## src/rtl/dragon_chaser.sv

```systemverilog
// Dragon AI: chases the player or sheep, retreats when struck, scatters after eating.
// The head moves one tile every MOVE_DIV enabled frames, and the body trails behind it.
module dragon_chaser #(
  parameter int unsigned          COORD_W    = 4,
  parameter int unsigned          MAX_LEN    = 8,
  parameter int unsigned          INIT_LEN   = 3,
  parameter int unsigned          MOVE_DIV   = 4,
  parameter int unsigned          RETREAT_FR = 32,
  parameter int unsigned          SCATTER_FR = 64,
  parameter logic [2*COORD_W-1:0] HEAD_INIT  = '0,
  parameter logic [15:0]          LFSR_SEED  = 16'hACE1,
  localparam int unsigned         LOC_W      = 2 * COORD_W,
  localparam int unsigned         LEN_W      = $clog2(MAX_LEN + 1)
) (
  input  logic                     frame_clk,
  input  logic                     rst,
  input  logic                     enable,
  input  logic [LOC_W-1:0]         player_loc,
  input  logic [LOC_W-1:0]         sheep_loc,
  input  logic                     sheep_eaten,
  input  logic                     dragon_hit,
  output logic [LOC_W-1:0]         head_loc,
  output logic [1:0]               head_dir,
  output logic [LEN_W-1:0]         body_len,
  output logic [MAX_LEN*LOC_W-1:0] body_locs,
  output logic [1:0]               mode,
  output logic                     step
);

  localparam int unsigned CNT_W = (MOVE_DIV > 1) ? $clog2(MOVE_DIV) : 1;
  localparam int unsigned TMR_W =
      $clog2(((RETREAT_FR > SCATTER_FR) ? RETREAT_FR : SCATTER_FR) + 1);

  localparam logic [1:0] DirUp    = 2'd0;
  localparam logic [1:0] DirRight = 2'd1;
  localparam logic [1:0] DirDown  = 2'd2;
  localparam logic [1:0] DirLeft  = 2'd3;

  typedef enum logic [1:0] {
    StContest = 2'd0,
    StRetreat = 2'd1,
    StScatter = 2'd2,
    StDead    = 2'd3
  } mode_t;

  mode_t                         mode_q;
  logic [CNT_W-1:0]              cnt_q;
  logic [TMR_W-1:0]              timer_q;
  logic [15:0]                   lfsr_q;
  logic [15:0]                   lfsr_nxt;
  logic [LOC_W-1:0]              scatter_tgt_q;
  logic [MAX_LEN-1:0][LOC_W-1:0] body_q;

  logic [COORD_W-1:0] hx, hy, px, py, sx, sy, tx, ty, nx, ny, adx, ady;
  logic [COORD_W:0]   dist_p, dist_s;
  logic [1:0]         nxt_dir;
  logic [LOC_W-1:0]   nxt_head;
  logic               fire, moving;

  function automatic logic [COORD_W-1:0] abs_diff(input logic [COORD_W-1:0] a,
                                                  input logic [COORD_W-1:0] b);
    return (a > b) ? a - b : b - a;
  endfunction

  assign {hx, hy} = head_loc;
  assign {px, py} = player_loc;
  assign {sx, sy} = sheep_loc;

  assign dist_p = {1'b0, abs_diff(px, hx)} + {1'b0, abs_diff(py, hy)};
  assign dist_s = {1'b0, abs_diff(sx, hx)} + {1'b0, abs_diff(sy, hy)};

  always_comb begin
    tx = sx;
    ty = sy;
    unique case (mode_q)
      StContest: begin
        // Ties go to the sheep.
        if (dist_p < dist_s) begin
          tx = px;
          ty = py;
        end
      end
      StRetreat: begin
        tx = px[COORD_W-1] ? '0 : '1;
        ty = py[COORD_W-1] ? '0 : '1;
      end
      StScatter: {tx, ty} = scatter_tgt_q;
      default: ;
    endcase
  end

  always_comb begin
    adx     = abs_diff(tx, hx);
    ady     = abs_diff(ty, hy);
    nx      = hx;
    ny      = hy;
    nxt_dir = head_dir;
    if (adx >= ady && adx != '0) begin
      nx      = (tx > hx) ? hx + 1'b1 : hx - 1'b1;
      nxt_dir = (tx > hx) ? DirRight : DirLeft;
    end else if (ady != '0) begin
      ny      = (ty > hy) ? hy + 1'b1 : hy - 1'b1;
      nxt_dir = (ty > hy) ? DirDown : DirUp;
    end
  end

  assign nxt_head = {nx, ny};
  assign fire     = (cnt_q == CNT_W'(MOVE_DIV - 1));
  assign moving   = fire && (nxt_head != head_loc);
  assign lfsr_nxt = lfsr_q[0] ? ((lfsr_q >> 1) ^ 16'hB400) : (lfsr_q >> 1);

  assign body_locs = body_q;
  assign mode      = mode_q;

  always_ff @(posedge frame_clk or posedge rst) begin
    if (rst) begin
      head_loc      <= HEAD_INIT;
      head_dir      <= DirRight;
      body_len      <= LEN_W'(INIT_LEN);
      body_q        <= {MAX_LEN{HEAD_INIT}};
      mode_q        <= StContest;
      step          <= 1'b0;
      cnt_q         <= '0;
      timer_q       <= '0;
      lfsr_q        <= LFSR_SEED;
      scatter_tgt_q <= '0;
    end else if (enable) begin
      if (mode_q == StDead) begin
        step <= 1'b0;
      end else begin
        lfsr_q <= lfsr_nxt;
        cnt_q  <= fire ? '0 : cnt_q + 1'b1;
        step   <= moving;
        if (moving) begin
          head_loc <= nxt_head;
          head_dir <= nxt_dir;
          body_q   <= {body_q[MAX_LEN-2:0], head_loc};
        end

        // Length reacts to events in every live mode; simultaneous pulses cancel.
        if (dragon_hit && !sheep_eaten) begin
          body_len <= body_len - 1'b1;
        end else if (sheep_eaten && !dragon_hit && body_len != LEN_W'(MAX_LEN)) begin
          body_len <= body_len + 1'b1;
        end

        if (dragon_hit && body_len == LEN_W'(1)) begin
          mode_q <= StDead;
        end else begin
          case (mode_q)
            StContest: begin
              if (dragon_hit) begin
                mode_q  <= StRetreat;
                timer_q <= TMR_W'(RETREAT_FR - 1);
              end else if (sheep_eaten) begin
                mode_q        <= StScatter;
                timer_q       <= TMR_W'(SCATTER_FR - 1);
                scatter_tgt_q <= lfsr_q[LOC_W-1:0];
              end
            end
            StRetreat: begin
              if (dragon_hit) begin
                timer_q <= TMR_W'(RETREAT_FR - 1);
              end else if (timer_q == '0) begin
                mode_q <= StContest;
              end else begin
                timer_q <= timer_q - 1'b1;
              end
            end
            StScatter: begin
              if (dragon_hit) begin
                mode_q  <= StRetreat;
                timer_q <= TMR_W'(RETREAT_FR - 1);
              end else if (timer_q == '0 || (moving && nxt_head == scatter_tgt_q)) begin
                mode_q <= StContest;
              end else begin
                timer_q <= timer_q - 1'b1;
              end
            end
            default: ;
          endcase
        end
      end
    end
  end

endmodule

```

## config.mk

```make
export PLATFORM = sky130hd
export DESIGN_NAME = dragon_chaser
export DESIGN_NICKNAME = d
export VERILOG_FILES = /design/src/rtl/dragon_chaser.sv
export SDC_FILE = /design/constraint.sdc
export NUM_CORES = 1
export LEC_CHECK = 0
export ABC_AREA = 0
export CAP_MARGIN = 20
export CORE_MARGIN = 5
export CORE_UTILIZATION = 55
export CTS_BUF_LIST = sky130_fd_sc_hd__clkbuf_4
export DETAILED_ROUTE_END_ITERATION = 8
export HOLD_SLACK_MARGIN = 0.03
export PLACE_DENSITY = 0.8
export SYNTH_ARGS = -nofsm -noshare
export SYNTH_HDL_FRONTEND = slang
export SYNTH_SLANG_ARGS = --single-unit
```

## constraint.sdc

```tcl
create_clock -name frame_clk -period 8.8 [get_ports frame_clk]
set_input_delay 2.2 -clock frame_clk [delete_from_list [all_inputs] [get_ports frame_clk]]
set_output_delay 2.2 -clock frame_clk [all_outputs]
set_load 0.03 [all_outputs]
```

# [Yosys cells after proc, flatten, opt, wreduce, memory -nomap -nowiden]
# Cells that the tools add are included.
[op_classes] n_addsub=22 order_cmp=8 n_eq_ne=15 n_mux=41 n_bitwise=4 n_reduce_logical=25
[op_table] operator="$mux 4" n=17
[op_table] operator="$sub 4x4->4" n=12
[op_table] operator="$mux 7" n=6
[op_table] operator="$gt 4x4->1" n=6
[op_table] operator="$mux 2" n=12
[op_table] operator="$pmux 4 s3" n=2
[op_table] operator="$pmux 7 s3" n=1
[op_table] operator="$mux 16" n=1
[op_table] operator="$ne 3x3->1 const B" n=5
[op_table] operator="$reduce_and 7->1" n=2
[op_table] operator="$add 4x1->4 const B" n=3
[op_table] operator="$ne 4x4->1 const B" n=3
[op_table] operator="$reduce_bool 4->1" n=3
[op_table] operator="$sub 4x1->4 const B" n=3
[op_table] operator="$add 4x4->5" n=2
[op_table] operator="$eq 8x8->1" n=1
[op_table] operator="$ne 8x8->1" n=1
[op_table] operator="$logic_and 1x1->1" n=7
[op_table] operator="$logic_not 7->1" n=1
[op_table] operator="$sub 7x1->7 const B" n=1
[op_table] operator="$eq 2x2->1 const B" n=3
[op_table] operator="$pmux 2 s3" n=1
[op_table] operator="$reduce_and 3->1" n=2
[op_table] operator="$reduce_and 6->1" n=1
[op_table] operator="15 further kinds" n=19
[totals] regBits=114 inputBits=21 wordCells=132

# [Longest topological paths before layout]
# Gate-level depths: netlist of run 1.
[depth] word_depth=19 depth_mapped=38

# [Worst setup path before layout of run 1]
# OpenSTA, ideal clock, no wires.
[synth_timing] path_kind="input port to flip-flop" startpoint="in sheep_loc[4]" endpoint="reg mode_q[1], in the netlist mode[1]" setup_ns=0.125 arrival_ns=9.119 path_slack_ns=-0.445 stages=35 path_buffers=1 cell_sequence="inv_1 -> ha_1 -> inv_1 -> fa_1 -> a21o_1 -> a21oi_1 -> a41oi_1 -> mux2_2 -> fa_1 -> inv_1 -> ha_1 -> a21o_1 -> a21oi_1 -> nor2b_1 -> o21ai_0 -> nand2b_1 -> clkbuf_1 -> a21oi_1 -> o21a_1 -> inv_1 -> ha_1 -> fa_1 -> nand2b_1 -> a211oi_2 -> mux2_2 -> ha_1 -> a21oi_1 -> o21ai_0 -> o21bai_1 -> o311ai_0 -> a221oi_2 -> nand4_2 -> o21ai_4 -> o21ai_2 -> mux2_4"
[synth_between] elab_chain_len=17
[synth_rtl] item="start: declaration" line_no="19" source="input logic [LOC_W-1:0] sheep_loc,"
[synth_rtl] item="$sub 4x4->4 / $gt 4x4->1 (equally long branches)" line_no="62" source="return (a > b) ? a - b : b - a;"
[synth_rtl] item="$mux 4" line_no="62"
[synth_rtl] item="$add 4x4->5" line_no="70" source="assign dist_s = {1'b0, abs_diff(sx, hx)} + {1'b0, abs_diff(sy, hy)};"
[synth_rtl] item="$lt 5x5->1" line_no="78" source="if (dist_p < dist_s) begin"
[synth_rtl] item="$mux 4" line_no="78"
[synth_rtl] item="$pmux 4 s3" line_no="75" source="unique case (mode_q)"
[synth_rtl] item="$sub 4x4->4 (tied with other cells)" line_no="62"
[synth_rtl] item="$mux 4" line_no="62"
[synth_rtl] item="$ge 4x4->1 (tied with other cells)" line_no="98" source="if (adx >= ady && adx != '0) begin"
[synth_rtl] item="$logic_and 1x1->1 / $mux 4 (equally long branches)" line_no="98, 101"
[synth_rtl] item="$mux 4" line_no="98"
[synth_rtl] item="$ne 8x8->1" line_no="109" source="assign moving = fire && (nxt_head != head_loc);"
[synth_rtl] item="$logic_and 1x1->1" line_no="109"
[synth_rtl] item="$logic_and 1x1->1 (*)" line_no="174" source="end else if (timer_q == '0 || (moving && nxt_head == scatter_tgt_q)) begin"
[synth_rtl] item="$logic_or 1x1->1 (*)" line_no="174"
[synth_rtl] item="$ne 4x4->1 (no line) (*)"
[synth_rtl] item="$reduce_and 7->1 (no line) (*)"
[synth_rtl] item="end signal: assignment" line_no="165" source="mode_q <= StContest;"
[synth_rtl] item="end signal: assignment" line_no="172" source="mode_q <= StRetreat;"
[synth_rtl] item="end signal: assignment" line_no="175" source="mode_q <= StContest;"
[synth_rtl] item="end: declaration" line_no="46" source="mode_t mode_q;"
# Every way passes the cells marked *; elsewhere a longest branch is shown, timed or not.
# A chain may end at the register's enable or synchronous reset.

# [Worst setup path after layout of run 1]
# Same ends and word-level chain as after synthesis.

==> reports/results.tsv, run 1 <==
metric	value	unit
WP data arrival	9.10	ns
cell family with most CP delay	compound AO/OA/AOI/OAI gates	
GRT overflow	0	
Mapped Cells	700	
Post-Route Utilization	74.4	%
status	completed	
Worst path slowest cell	fa_2	
Seq/Total Area, Yosys	37.6	%
crit path max fanout	7	
Finished Layout Cells	1093	
Die H	128	µm
Hold WC Path Type	reg2reg	
Slew HR	47.2	%
Worst Skew	0.0190	ns
Cells after DPL	1046	
crit share post-route	98.5	%
Worst Path Required	9.24	ns
Synth Flop Type	dfrtp_1	
Residual DRC	0	
largest net degree at the start of global routing	68	
Yosys warnings	0	
first-pass GRT wire length	32000	µm
syn_nets	810	
HPWL Detailed	14700	µm
actual slew at the worst max-slew pin	0.792	ns
Final Cell Area	0.0102	mm²
Critical Path Sink	mode[1]$_DFFE_PP0P_	
via/cell ratio	5.73	
crit start category	input pin	
Reg2Reg Setup Slack	0.84	ns
die area	0.0163	mm²
ys async rst share	100	%
# rows	43	
die width	128	µm
number of port buffers	101	
hold_buf cts	0	
final-stage net count	1009	
Filler cells	899	
WP buf/inv	7	
total CTS buffers	17	
Final ANT Viol Nets	0	
Critical Path Stages	38	
Initial Utilization	55.5	%
clk buf depth	2	
TritonRoute pass-1 iters	5	
CTS Sinks	114	
DR WL/cell	18.3	µm
CTS tree	done	
Setup TNS	0	ns
routed via count	6266	
Yosys reg bits	114	
r2r worst-path depth	35	
worst r2r dst	mode[1]$_DFFE_PP0P_	
Syn Std Cell Area	0.00762	mm²
share of post-route cells with drive strength above 1	34.2	%
minimum clock period	8.67	ns
I/O pins	102	
Initial DRC Count	528	
Floorplan Core Area	0.0137	mm²
Root Driver	clkbuf_4	
area delta synth->final	34.0	%
CP Class	in2reg	
unrepaired setup endpoints after global routing	true	
drt total wl	20000	µm
Syn Area/Cell	10.9	µm²
distinct cell type count after synthesis	71	
R2R Path Start	head_loc[5]$_DFFE_PP0P_	
GRT Total Usage	24.5	%
EDFF count, synth	0	
Max Fclk	0.115	GHz
initial antenna violation count	1	
crit-path max cell delay	0.39	ns
CTS clock-pin slew for the worst setup and hold paths	0.13	ns
Crit. End Element	flip-flop	
H-tree levels	4	
Max-Cap Viols	0	
Placement Cell Area	0.00946	mm²
worst-skew pair later-pin latency	0.54	ns
Worst Setup SP	sheep_loc[4]	
count of pins over their slew limit	0	
RePlAce Congestion	0.930	
final hold violations	0	
vias in the first global route	6487	
final setup violation count	0	
-- worst register-to-register path: cells and delay by family, from the launching register on --
family          cells  cell delay [ns]
compound gates     14             2.31
xor+xnor            2             0.25
fa+ha+maj           6             1.91
buf+inv             5             1.02
flops               1             0.75
mux                 3             0.87
simple gates        5             0.77
-- cells in the final DEF (no fill, tap or decap), drive strengths merged, types with 3 or more instances in the layout --
| cell | n |
|---|---|
| dfrtp | 103 |
| buf | 101 |
| mux2 | 90 |
| clkdlybuf4s50 | 88 |
| ha | 73 |
| inv | 73 |
| a21oi | 55 |
| o21ai | 37 |
| nand2 | 35 |
| nor2 | 26 |
| xnor2 | 26 |
| a21o | 23 |
| clkbuf | 18 |
| fa | 16 |
| mux2i | 13 |
| xor2 | 12 |
| dfstp | 11 |
| dlymetal6s2s | 11 |
| a211oi | 8 |
| o21a | 7 |
| nand2b | 6 |
| a41oi | 6 |
| nand3 | 4 |
| nor2b | 4 |
| nand3b | 3 |
| and2 | 3 |
| o31ai | 3 |
| a31oi | 3 |
| o211ai | 3 |
| or2 | 3 |
| a311oi | 3 |
| o21bai | 3 |
| a2111oi | 3 |
-- worst min path at each step --
stage	startpoint	endpoint	slack [ns]	depth (start not counted)
after floorplan	timer_q[0]$_DFFE_PP0P_	timer_q[0]$_DFFE_PP0P_	0.47	1
after global routing	head_dir[0]$_DFFE_PP1P_	head_dir[0]$_DFFE_PP1P_	0.49	2
final	head_dir[0]$_DFFE_PP1P_	head_dir[0]$_DFFE_PP1P_	0.47	2
after detailed placement	head_dir[0]$_DFFE_PP1P_	head_dir[0]$_DFFE_PP1P_	0.45	2
after global placement	head_dir[0]$_DFFE_PP1P_	head_dir[0]$_DFFE_PP1P_	0.45	2
after CTS	head_dir[0]$_DFFE_PP1P_	head_dir[0]$_DFFE_PP1P_	0.47	2
-- synth_stat cells, drive strengths merged (4+ instances only) --
cell / instances / share of area (%)
clkbuf: 11 / 0.54
a21oi: 55 / 3.7
a211oi: 8 / 0.92
nand3: 4 / 0.33
buf: 10 / 0.74
o21ai: 37 / 2.6
nand2b: 6 / 0.49
fa: 16 / 4.2
xnor2: 26 / 3.0
dfrtp: 103 / 34
dfstp: 11 / 3.8
nand2: 35 / 1.7
xor2: 12 / 1.4
a21o: 23 / 2.4
mux2: 90 / 13
o21a: 7 / 0.79
nor2: 26 / 1.3
ha: 73 / 12
inv: 62 / 3.1
nor2b: 4 / 0.33
mux2i: 13 / 1.7
a41oi: 6 / 0.69
-- flip-flops by register name (all words and copies together), names as in the netlist, 4 cells and up --
name           flops
body_locs         64
lfsr_q            16
head_loc           8
scatter_tgt_q      8
timer_q            7
body_len           4
-- metrics by stage --
| stage | hold WS, ns | worst slack [ns] |
|---|---|---|
| global placement | 0.453 | -0.558 |
| global route | 0.492 | -0.152 |
| floorplan | 0.473 | 0.0185 |
| CTS | 0.470 | -0.0158 |
| finish | 0.467 | 0.134 |
| detailed placement | 0.452 | -0.749 |
-- layout make-up --
type / instances / area, µm² / share of cell area (%)
timing repair buffer: 201 / 1810 / 17.7
multi-input combinational: 503 / 4780 / 46.8
inverter: 62 / 240 / 2.35
tap: 180 / 225 / 2.21
sequential: 114 / 2870 / 28.1
clock buffer: 17 / 128 / 1.25
antenna: 1 / 2.50 / 0.0245
clock inverter: 15 / 158 / 1.54
-- kinds of logic (layout without fill, tap and decap cells) --
family,count (synthesis),after routing,synth area share [%]
adder cells (fa/ha/maj),89,89,16.2
AND/OR/NAND/NOR,103,103,6.92
other,0,1,0
XOR/XNOR,38,38,4.37
buffers and inverters,83,295,4.34
flip-flops,114,114,37.6
AO/OA/AOI/OAI,170,170,15.4
multiplexers,103,103,15.2
-- layer usage --
metal / vias up / track usage, % / part of all wire (%)
met5: - / 0 / 0
met3: 56 / 5.42 / 5.5
met1: 3095 / 30.4 / 41
met2: 220 / 41.6 / 51
met4: 0 / 9.80 / 3.3
li1: 2895 / - / -
-- timing repair --
action	CTS	global route
pin swaps	12	34
gates cloned	0	0
setup endpoints to repair	25	84
buffers inserted	6	8
gates resized for setup	19	70
Power of run 1 is left out: the tool's default activity adds up to more than one toggle a clock period on the data nets, which glitch-free logic cannot reach.
==> inputs of run 2 (changes only) <==
- CTS_BUF_LIST: sky130_fd_sc_hd__clkbuf_4 -> sky130_fd_sc_hd__clkbuf_8
==> reports/results.tsv, run 2 (synthesis gave the netlist of run 1 again) <==
metric	value	unit
crit path max fanout	7	
cell family with most CP delay	compound AO/OA/AOI/OAI gates	
final hold slack	0.462	ns
R2R Path Start	head_loc[1]$_DFFE_PP0P_	
status	completed	
Die H	128	µm
most common cell after layout, fill and taps aside	buf_4	
via/cell ratio	5.69	
Slew HR	46.3	%
actual slew at the worst max-slew pin	0.806	ns
final setup violation count	0	
Residual DRC	0	
count of pins over their slew limit	0	
worst-skew pair later-pin latency	0.43	ns
DR WL/cell	18.5	µm
die area	0.0163	mm²
Reg2Reg Setup Slack	0.93	ns
most frequent cells in the layout	buf_4, dfrtp_1, clkdlybuf4s50_1, mux2_2, ha_1	
GRT Total Usage	24.7	%
Final ANT Viol Nets	0	
total CTS buffers	17	
WP buf/inv	5	
FF+latch area	0.00287	mm²
crit share post-route	98.1	%
Root Driver	clkbuf_8	
Worst Path Required	9.12	ns
I/O pins	102	
Crit. End Element	flip-flop	
largest net degree at the start of global routing	68	
crit-path max cell delay	0.60	ns
Critical Path Stages	35	
Antenna diodes	0	
# rows	43	
number of port buffers	101	
crit start category	input pin	
worst r2r dst	mode[1]$_DFFE_PP0P_	
Floorplan Core Area	0.0137	mm²
unrepaired setup endpoints after global routing	true	
first-pass GRT wire length	32600	µm
HPWL Detailed	14700	µm
GRT overflow	0	
WP data arrival	8.96	ns
Worst Setup SP	player_loc[0]	
H-tree levels	4	
RePlAce Congestion	0.930	
Finished Layout Cells	1099	
CTS tree	done	
Filler cells	883	
CP Class	in2reg	
initial antenna violation count	0	
final-stage net count	1016	
Setup TNS	0	ns
Initial Utilization	55.5	%
area delta synth->final	36.9	%
vias in the first global route	6615	
clk buf depth	2	
Worst path slowest cell	fa_2	
Max Fclk	0.116	GHz
Critical Path Sink	mode[1]$_DFFE_PP0P_	
share of post-route cells with drive strength above 1	36.5	%
minimum clock period	8.64	ns
Worst Skew	0.0154	ns
TritonRoute pass-1 iters	5	
Initial DRC Count	493	
Hold WC Path Type	reg2reg	
cell repeated most along the worst path	a21oi_2	
flip-flop count of the largest register after layout	64	
drt total wl	20400	µm
Cells after DPL	1046	
Placement Cell Area	0.00946	mm²
r2r worst-path depth	32	
die width	128	µm
routed via count	6254	
Max-Cap Viols	0	
CTS clock-pin slew for the worst setup and hold paths	0.08	ns
Final Cell Area	0.0104	mm²
CTS Sinks	114	
final hold violations	0	
Multi-input gate area	0.00485	mm²
run 2: changes by cell type in the layout (fill, tap and decap cells not counted), moves of 2 or more:
cell / change
a21oi_2: +3
ha_1: -5
ha_2: +2
dlymetal6s2s_1: -2
inv_1: -2
a21oi_1: -3
clkbuf_4: -17
o21ai_1: +2
buf_4: +7
ha_4: +3
inv_2: +2
clkbuf_8: +17
run 2: worst register-to-register path, delay by kind of cell (launching register included):
kind                       cells  cell delay, ns
AOI/OAI and AO/OA             16            2.75
DFF                            1            0.72
adders and majority gates      6            2.05
muxes                          3            1.01
and+or+nand+nor                4            0.52
buffers and inverters          3            0.70
run 2: worst min path at each step:
stage                                        from                 endpoint  slack [ns]  cells past startpoint
after detailed placement  head_dir[0]$_DFFE_PP1P_  head_dir[0]$_DFFE_PP1P_        0.45                      2
after CTS                 head_dir[0]$_DFFE_PP1P_  head_dir[0]$_DFFE_PP1P_        0.46                      2
after floorplan            timer_q[0]$_DFFE_PP0P_   timer_q[0]$_DFFE_PP0P_        0.47                      1
after global placement    head_dir[0]$_DFFE_PP1P_  head_dir[0]$_DFFE_PP1P_        0.45                      2
final                     head_dir[0]$_DFFE_PP1P_  head_dir[0]$_DFFE_PP1P_        0.46                      2
after global routing      head_dir[0]$_DFFE_PP1P_  head_dir[0]$_DFFE_PP1P_        0.49                      2
run 2: metrics by stage:
stage	worst slack, ns	utilization (%)
after floorplan	0.0185	-
after global placement	-0.558	68.9
after detailed placement	-0.749	68.9
after CTS	0.0318	73.6
after global routing	-0.115	76.0
final	0.163	76.0
run 2: metal layers:
| metal | vias to the layer above | GRT usage (%) | wire [µm] |
|---|---|---|---|
| met5 | - | 0 | 0 |
| met4 | 0 | 9.05 | 588 |
| met3 | 47 | 4.00 | 967 |
| met2 | 185 | 43.3 | 10300 |
| met1 | 3118 | 30.9 | 8480 |
| li1 | 2904 | - | - |
run 2: final cells by class:
| type | instances | share of cell area (%) |
|---|---|---|
| Inverter | 62 | 2.30 |
| Clock inverter | 15 | 1.51 |
| Timing Repair Buffer | 208 | 17.8 |
| Tap cell | 180 | 2.16 |
| Multi-Input combinational cell | 503 | 46.5 |
| Sequential cell | 114 | 27.5 |
| Clock buffer | 17 | 2.24 |
run 2: repair_timing:
action | in CTS | in global routing
buffers inserted | 12 | 9
gates resized for setup | 48 | 65
endpoints found under the setup margin | 80 | 82
endpoints found under the hold margin | 0 | 0
hold buffers | 0 | 0
pin swaps | 32 | 44
Power of run 2 is left out for the same reason.
